<file path="src/rtl/pipeline_ctrl_if.sv">
// rtl/pipeline_ctrl_if.sv - D-stage inputs and hazard/forwarding controls of pipeline_ctrl
interface pipeline_ctrl_if;
  logic [31:0] inst_d;
  logic        valid_d;
  logic        redirect_x;
  logic        mem_busy;
  logic [2:0]  imm_sel;
  logic        stall_f;
  logic        stall_d;
  logic        stall_x;
  logic        flush_d;
  logic        byp_a_d;
  logic        byp_b_d;
  logic        fwd_a_x;
  logic        fwd_b_x;
  logic [31:0] cnt_stall;
  logic [31:0] cnt_flush;

  modport master (
    output inst_d, valid_d, redirect_x, mem_busy,
    input  imm_sel, stall_f, stall_d, stall_x, flush_d,
    input  byp_a_d, byp_b_d, fwd_a_x, fwd_b_x, cnt_stall, cnt_flush
  );

  modport slave (
    input  inst_d, valid_d, redirect_x, mem_busy,
    output imm_sel, stall_f, stall_d, stall_x, flush_d,
    output byp_a_d, byp_b_d, fwd_a_x, fwd_b_x, cnt_stall, cnt_flush
  );
endinterface

</file>
<file path="src/rtl/pipeline_ctrl.sv">
// rtl/pipeline_ctrl.sv - hazard, flush and forwarding controller for the 3-stage RV32I core
module pipeline_ctrl (
  input logic             clk,
  input logic             rst,
  pipeline_ctrl_if.slave  bus
);

  logic [6:0] opcode;
  logic [4:0] rd, rs1, rs2;
  logic [2:0] imm_sel_c;
  logic       use_rs1, use_rs2, wr_rd, is_load;
  logic       rs1_live, rs2_live, rd_write, lu;

  logic       x_valid_q, x_valid_d, x_wr_q, x_wr_d, x_load_q, x_load_d;
  logic [4:0] x_rd_q, x_rd_d, w_rd_q, w_rd_d;
  logic       w_valid_q, w_valid_d, w_wr_q, w_wr_d;
  logic       fwd_a_q, fwd_a_d, fwd_b_q, fwd_b_d;
  logic [31:0] cnt_stall_q, cnt_stall_d, cnt_flush_q, cnt_flush_d;
  logic       stall_fd_c, stall_x_c, flush_c;
  logic       unused_inst;

  assign opcode = bus.inst_d[6:0];
  assign rd     = bus.inst_d[11:7];
  assign rs1    = bus.inst_d[19:15];
  assign rs2    = bus.inst_d[24:20];
  assign unused_inst = ^{bus.inst_d[31:25], bus.inst_d[13:12]};

  always_comb begin
    imm_sel_c = 3'd7;
    use_rs1   = 1'b0;
    use_rs2   = 1'b0;
    wr_rd     = 1'b0;
    is_load   = 1'b0;
    case (opcode)
      7'b0110011: begin use_rs1 = 1'b1; use_rs2 = 1'b1; wr_rd = 1'b1; end
      7'b0010011: begin imm_sel_c = 3'd0; use_rs1 = 1'b1; wr_rd = 1'b1; end
      7'b0000011: begin imm_sel_c = 3'd0; use_rs1 = 1'b1; wr_rd = 1'b1; is_load = 1'b1; end
      7'b0100011: begin imm_sel_c = 3'd1; use_rs1 = 1'b1; use_rs2 = 1'b1; end
      7'b1100011: begin imm_sel_c = 3'd2; use_rs1 = 1'b1; use_rs2 = 1'b1; end
      7'b1100111: begin imm_sel_c = 3'd0; use_rs1 = 1'b1; wr_rd = 1'b1; end
      7'b1101111: begin imm_sel_c = 3'd4; wr_rd = 1'b1; end
      7'b0110111,
      7'b0010111: begin imm_sel_c = 3'd3; wr_rd = 1'b1; end
      // CSR immediate forms (funct3[2]=1) carry a zimm in the rs1 field
      7'b1110011: begin imm_sel_c = 3'd0; use_rs1 = ~bus.inst_d[14]; wr_rd = 1'b1; end
      default: ;
    endcase
  end

  assign rs1_live = bus.valid_d & use_rs1 & (rs1 != 5'd0);
  assign rs2_live = bus.valid_d & use_rs2 & (rs2 != 5'd0);
  assign rd_write = bus.valid_d & wr_rd & (rd != 5'd0);
  assign lu = x_valid_q & x_load_q & x_wr_q &
              ((rs1_live & (rs1 == x_rd_q)) | (rs2_live & (rs2 == x_rd_q)));

  always_comb begin
    x_valid_d   = x_valid_q;
    x_rd_d      = x_rd_q;
    x_wr_d      = x_wr_q;
    x_load_d    = x_load_q;
    w_valid_d   = w_valid_q;
    w_rd_d      = w_rd_q;
    w_wr_d      = w_wr_q;
    fwd_a_d     = fwd_a_q;
    fwd_b_d     = fwd_b_q;
    cnt_stall_d = cnt_stall_q;
    cnt_flush_d = cnt_flush_q;
    stall_fd_c  = 1'b0;
    stall_x_c   = 1'b0;
    flush_c     = 1'b0;
    if (bus.mem_busy) begin
      stall_fd_c = 1'b1;
      stall_x_c  = 1'b1;
    end else begin
      w_valid_d = x_valid_q;
      w_rd_d    = x_rd_q;
      w_wr_d    = x_wr_q;
      if (bus.redirect_x || lu) begin
        // Bubble into X; redirect wins over a load-use on the same cycle
        x_valid_d = 1'b0;
        x_rd_d    = 5'd0;
        x_wr_d    = 1'b0;
        x_load_d  = 1'b0;
        fwd_a_d   = 1'b0;
        fwd_b_d   = 1'b0;
        if (bus.redirect_x) begin
          flush_c     = 1'b1;
          cnt_flush_d = cnt_flush_q + 32'd1;
        end else begin
          stall_fd_c  = 1'b1;
          cnt_stall_d = cnt_stall_q + 32'd1;
        end
      end else begin
        x_valid_d = bus.valid_d;
        x_rd_d    = rd;
        x_wr_d    = rd_write;
        x_load_d  = bus.valid_d & is_load;
        fwd_a_d   = rs1_live & x_valid_q & x_wr_q & (rs1 == x_rd_q);
        fwd_b_d   = rs2_live & x_valid_q & x_wr_q & (rs2 == x_rd_q);
      end
    end
  end

  always_ff @(posedge clk or posedge rst) begin
    if (rst) begin
      x_valid_q   <= 1'b0;
      x_rd_q      <= 5'd0;
      x_wr_q      <= 1'b0;
      x_load_q    <= 1'b0;
      w_valid_q   <= 1'b0;
      w_rd_q      <= 5'd0;
      w_wr_q      <= 1'b0;
      fwd_a_q     <= 1'b0;
      fwd_b_q     <= 1'b0;
      cnt_stall_q <= 32'd0;
      cnt_flush_q <= 32'd0;
    end else begin
      x_valid_q   <= x_valid_d;
      x_rd_q      <= x_rd_d;
      x_wr_q      <= x_wr_d;
      x_load_q    <= x_load_d;
      w_valid_q   <= w_valid_d;
      w_rd_q      <= w_rd_d;
      w_wr_q      <= w_wr_d;
      fwd_a_q     <= fwd_a_d;
      fwd_b_q     <= fwd_b_d;
      cnt_stall_q <= cnt_stall_d;
      cnt_flush_q <= cnt_flush_d;
    end
  end

  assign bus.imm_sel   = imm_sel_c;
  assign bus.stall_f   = stall_fd_c;
  assign bus.stall_d   = stall_fd_c;
  assign bus.stall_x   = stall_x_c;
  assign bus.flush_d   = flush_c;
  assign bus.byp_a_d   = rs1_live & w_valid_q & w_wr_q & (rs1 == w_rd_q);
  assign bus.byp_b_d   = rs2_live & w_valid_q & w_wr_q & (rs2 == w_rd_q);
  assign bus.fwd_a_x   = fwd_a_q;
  assign bus.fwd_b_x   = fwd_b_q;
  assign bus.cnt_stall = cnt_stall_q;
  assign bus.cnt_flush = cnt_flush_q;

endmodule

</file>
<file path="src/flat_wrapper.sv">
// flat-port wrapper written by rule: the top's interface ports become plain ports
module pipeline_ctrl_flat 
  (clk, rst, bus_inst_d, bus_valid_d, bus_redirect_x, bus_mem_busy, bus_imm_sel, bus_stall_f, bus_stall_d, bus_stall_x, bus_flush_d, bus_byp_a_d, bus_byp_b_d, bus_fwd_a_x, bus_fwd_b_x, bus_cnt_stall, bus_cnt_flush);
  pipeline_ctrl_if bus_i ();
  input logic clk;
  input logic rst;
  input wire logic [$bits(bus_i.inst_d)-1:0] bus_inst_d;
  input wire logic [$bits(bus_i.valid_d)-1:0] bus_valid_d;
  input wire logic [$bits(bus_i.redirect_x)-1:0] bus_redirect_x;
  input wire logic [$bits(bus_i.mem_busy)-1:0] bus_mem_busy;
  output wire logic [$bits(bus_i.imm_sel)-1:0] bus_imm_sel;
  output wire logic [$bits(bus_i.stall_f)-1:0] bus_stall_f;
  output wire logic [$bits(bus_i.stall_d)-1:0] bus_stall_d;
  output wire logic [$bits(bus_i.stall_x)-1:0] bus_stall_x;
  output wire logic [$bits(bus_i.flush_d)-1:0] bus_flush_d;
  output wire logic [$bits(bus_i.byp_a_d)-1:0] bus_byp_a_d;
  output wire logic [$bits(bus_i.byp_b_d)-1:0] bus_byp_b_d;
  output wire logic [$bits(bus_i.fwd_a_x)-1:0] bus_fwd_a_x;
  output wire logic [$bits(bus_i.fwd_b_x)-1:0] bus_fwd_b_x;
  output wire logic [$bits(bus_i.cnt_stall)-1:0] bus_cnt_stall;
  output wire logic [$bits(bus_i.cnt_flush)-1:0] bus_cnt_flush;
  assign bus_i.inst_d = bus_inst_d;
  assign bus_i.valid_d = bus_valid_d;
  assign bus_i.redirect_x = bus_redirect_x;
  assign bus_i.mem_busy = bus_mem_busy;
  assign bus_imm_sel = bus_i.imm_sel;
  assign bus_stall_f = bus_i.stall_f;
  assign bus_stall_d = bus_i.stall_d;
  assign bus_stall_x = bus_i.stall_x;
  assign bus_flush_d = bus_i.flush_d;
  assign bus_byp_a_d = bus_i.byp_a_d;
  assign bus_byp_b_d = bus_i.byp_b_d;
  assign bus_fwd_a_x = bus_i.fwd_a_x;
  assign bus_fwd_b_x = bus_i.fwd_b_x;
  assign bus_cnt_stall = bus_i.cnt_stall;
  assign bus_cnt_flush = bus_i.cnt_flush;
  pipeline_ctrl u_core (.clk(clk), .rst(rst), .bus(bus_i));
endmodule
</file>
<file path="config.mk">
export PLATFORM = sky130hd
export DESIGN_NAME = pipeline_ctrl_flat
export DESIGN_NICKNAME = d
export VERILOG_FILES = /design/src/rtl/pipeline_ctrl_if.sv /design/src/rtl/pipeline_ctrl.sv /design/src/flat_wrapper.sv
export SDC_FILE = /design/constraint.sdc
export NUM_CORES = 1
export LEC_CHECK = 0
export CAP_MARGIN = 25
export CORE_ASPECT_RATIO = 0.6
export CORE_UTILIZATION = 54
export CTS_BUF_LIST = sky130_fd_sc_hd__clkbuf_8
export DETAILED_ROUTE_END_ITERATION = 10
export PLACE_DENSITY = 0.93
export SETUP_SLACK_MARGIN = 0.02
export SYNTH_ARGS = -nofsm -noshare
export SYNTH_HDL_FRONTEND = slang
export SYNTH_SLANG_ARGS = --single-unit
</file>
<file path="constraint.sdc">
create_clock -name clk -period 7.8 [get_ports clk]
set_input_delay 1.17 -clock clk [delete_from_list [all_inputs] [get_ports clk]]
set_output_delay 1.17 -clock clk [all_outputs]
set_load 0.01 [all_outputs]
</file>
==> run_results.csv <==
group,metric,value,unit
synthesis,yosys.area_share.xor_xnor,17.5,%
synthesis,synthFlopType,"dfrtp_1",
synthesis,netlist_instances,378,
setup_path,crit_required,6630,ps
floorplan,io_pins,112,
timing,worstMarginPinSlew,747,ps
cts,cts_sinks,81,
placed_design,place_congestion,0.886,
run,maxCapViolCount,0,
floorplan,dieHeight,69.6,µm
synthesis,synth_simple_gate_area_share,22.8,%
cts,clk_pin_slew,80,ps
synthesis,synth-seq-cells,81,
global_route,grt_pass1_vias,3138,
cts,clock-root-buffer,"clkbuf_8",
timing,min_period_over_period,66.8,%
synthesis,synthArstFlopShare,100,%
timing,finClkSkew,7.15,ps
placed_design,place_ws,2620,ps
global_route,gr-total-overflow,0,
timing,fin_crit,5210,ps
timing,finalSetupTns,0,ps
placed_design,post-place-cells,572,
floorplan,fp-row-count,24,
synthesis,synthMuxAreaShare,2.47,%
final_layout,antenna_cells,0,
final_layout,nets,519,
final_layout,utilization,74.3,%
cts,clockBufferDepth,2,
synthesis,seq_area_frac_synth,49.3,%
detailed_routing,drtAntennaViolNets,0,
floorplan,start_util,56.1,%
timing,finalSetupViolCount,0,
detailed_routing,post-route-drc-count,0,
detailed_routing,avgViaCountPerCell,5.59,
synthesis,synth_top_family_by_area,"simple AND/OR/NAND/NOR gates",
global_route,grt_first_pass_wirelength,16.0,mm
detailed_routing,firstDrtPassIters,5,
synthesis,synthAdderAreaFrac,0.609,%
timing,relSlewSlack,50.0,%
pwr,power.density,170,nW/µm²
setup_path,crit_fanout,33,
floorplan,fp.dieArea,7980,µm²
synthesis,synth_compound_area_share,5.02,%
floorplan,die_x,115,µm
cts,cts_buffers,9,
timing,setup_slack,2590,ps
cts,clock_latency,360,ps
global_route,antenna_found_initial,0,
timing,rsz0062_at_grt,"false",
synthesis,syn_area,4110,µm²
synthesis,syn_nets,417,
pwr,peakVddDrop,0.118,mV
cts,cts_setup_buffers,0,
pwr,power_leakage,2.32,nW
status,outcome,"finished clean",
cts,cts_tree,"done",
timing,hold_viol_final,0,
synthesis,yosysWarnings,0,
setup_path,startpoint_type,"input pin",
setup_path,end_kind,"output pin",
cts,ctsHoldBuffers,0,
final_layout,area_growth,32.5,%
detailed_routing,detail_route.wirelength,9.78,mm
global_route,grt.total_usage,26.6,%
synthesis,synth-edff-count,0,
timing,fmax,192,MHz
placed_design,io_buffers,102,
synthesis,synthDistinctLibCells,47,
final_layout,stdcell_count,589,
setup_path,cp.arrival,4040,ps
placed_design,placed_area,5200,µm²
final_layout,fin_area,5450,µm²
timing,report.final.slew_viol_count,0,
synthesis,avgSynthCellArea,10.9,µm²
final_layout,drive_above_1_share,8.66,%
detailed_routing,vias,3292,
detailed_routing,drt_iter0_markers,293,
cts,cts-htree-levels,3,
placed_design,hpwl,7.11,mm
floorplan,core,7330,µm²
worst_hold_path,hold_path.class,"reg -> reg",
cts,cts_resized,0,
final_layout,n_fill_cell,522,
global_route,grt_max_degree,82,
setup_path,critPathKind,"in -> out",
detailed_routing,avgRoutedWirePerCell,16.6,µm
## power by group
group,internal [mW],switching [mW]
clock,0.167,0.160
sequential,0.440,0.0318
combinational,0.0712,0.0547
total,0.678,0.246
## flip-flops by register name (all words and copies together) (netlist names)
| signal | cells |
|---|---|
| u_core.bus.cnt_flush | 32 |
| u_core.w_rd_q | 5 |
| u_core.x_rd_q | 5 |
| u_core.bus.fwd_b_x | 1 |
| u_core.x_valid_q | 1 |
| u_core.x_wr_q | 1 |
| u_core.bus.fwd_a_x | 1 |
| u_core.w_wr_q | 1 |
| u_core.bus.cnt_stall | 32 |
| u_core.x_load_q | 1 |
| u_core.w_valid_q | 1 |
## layout by cell type (no fill, tap or decap), drive strengths merged, types with 2 or more instances in the layout
master	Yosys	layout
nor3	9	9
xor2	18	18
a32o	2	2
o21ai	2	2
a211o	2	2
or4	3	3
clkinvlp	0	2
nand2	29	29
nor4	3	3
ha	2	2
nor2b	3	3
or2	3	3
or3	2	2
xnor2	64	64
nand3	27	27
mux2	9	9
and4	3	3
clkbuf	6	11
nor4b	4	4
clkinv	0	2
a22o	8	8
o21bai	3	3
clkdlybuf4s50	0	102
inv	6	6
dfrtp	81	81
and2	5	5
a21oi	4	4
and3	21	21
nor2	16	16
nand4	24	24
buf	8	3
nand3b	2	2
## cells in the mapped netlist, types with 4 or more instances
master | instances | share of area, %
nand3_1 | 27 | 3.3
buf_2 | 5 | 0.61
a22o_1 | 8 | 1.7
nand2_1 | 28 | 2.6
clkbuf_1 | 6 | 0.55
xor2_1 | 18 | 3.8
nor3_1 | 8 | 0.97
and3_1 | 21 | 3.2
mux2_2 | 9 | 2.5
inv_1 | 6 | 0.55
nand4_1 | 23 | 3.5
xnor2_1 | 64 | 14
nor2_1 | 16 | 1.5
a21oi_1 | 4 | 0.49
dfrtp_1 | 81 | 49
## kinds of logic (layout without fill, tap and decap cells)
kind of cell             after synthesis  count (layout)
AND/OR/NAND/NOR                      159             159
XOR/XNOR                              82              82
flip-flops                            81              81
AO/OA/AOI/OAI                         25              25
buffers and inverters                 20             127
multiplexers                           9               9
adder cells (fa/ha/maj)                2               2
## critical path, cell delays in order
cell and delay [ps]:
clkdlybuf4s50_1 610, nand2_1 170, nor4_1 280, o221ai_1 280, o21bai_4 660, nand2_1 100, o21bai_1 190, clkdlybuf4s50_1 570
## through the flow
| stage | hold slack, ps | total power [mW] |
|---|---|---|
| detailed placement | 463 | 0.604 |
| CTS | 474 | 0.926 |
| global route | 517 | 0.959 |
| finish | 468 | 0.925 |
| global placement | 458 | 0.595 |
| floorplan | 471 | 0.533 |
## worst paths after layout
kind	start	to	slack, ps	cells past startpoint
max	bus_inst_d[6]	bus_stall_f	2590	8
min	u_core.bus.cnt_stall[31]	u_core.bus.cnt_stall[31]	470	1
max reg2reg	u_core.x_rd_q[4]	u_core.x_wr_q	5410	6
min reg2reg	u_core.bus.cnt_stall[31]	u_core.bus.cnt_stall[31]	470	1
max in group asynchronous	rst	u_core.bus.cnt_stall[8]	6150	4
min in group asynchronous	rst	u_core.w_rd_q[3]	1080	3
## area by class of cell
type | count | area (µm²) | share of cell area, %
clock buffer | 11 | 151 | 2.78
tap | 104 | 130 | 2.39
multi-input combinational | 277 | 1990 | 36.5
inverter | 6 | 23.8 | 0.437
sequential | 81 | 2030 | 37.2
clock inverter | 5 | 62.6 | 1.15
timing repair buffer | 105 | 1060 | 19.5
## per-layer routing
layer	vias to the layer above	share of wire (%)	GRT usage [%]	routed length, µm
li1	1547	-	-	-
met1	1621	46	37.7	4520
met2	109	46	40.1	4520
met3	15	6.2	7.78	606
met4	0	1.4	7.07	140
met5	-	0	0	0
Note: power is estimated with default switching activity, not from simulation.
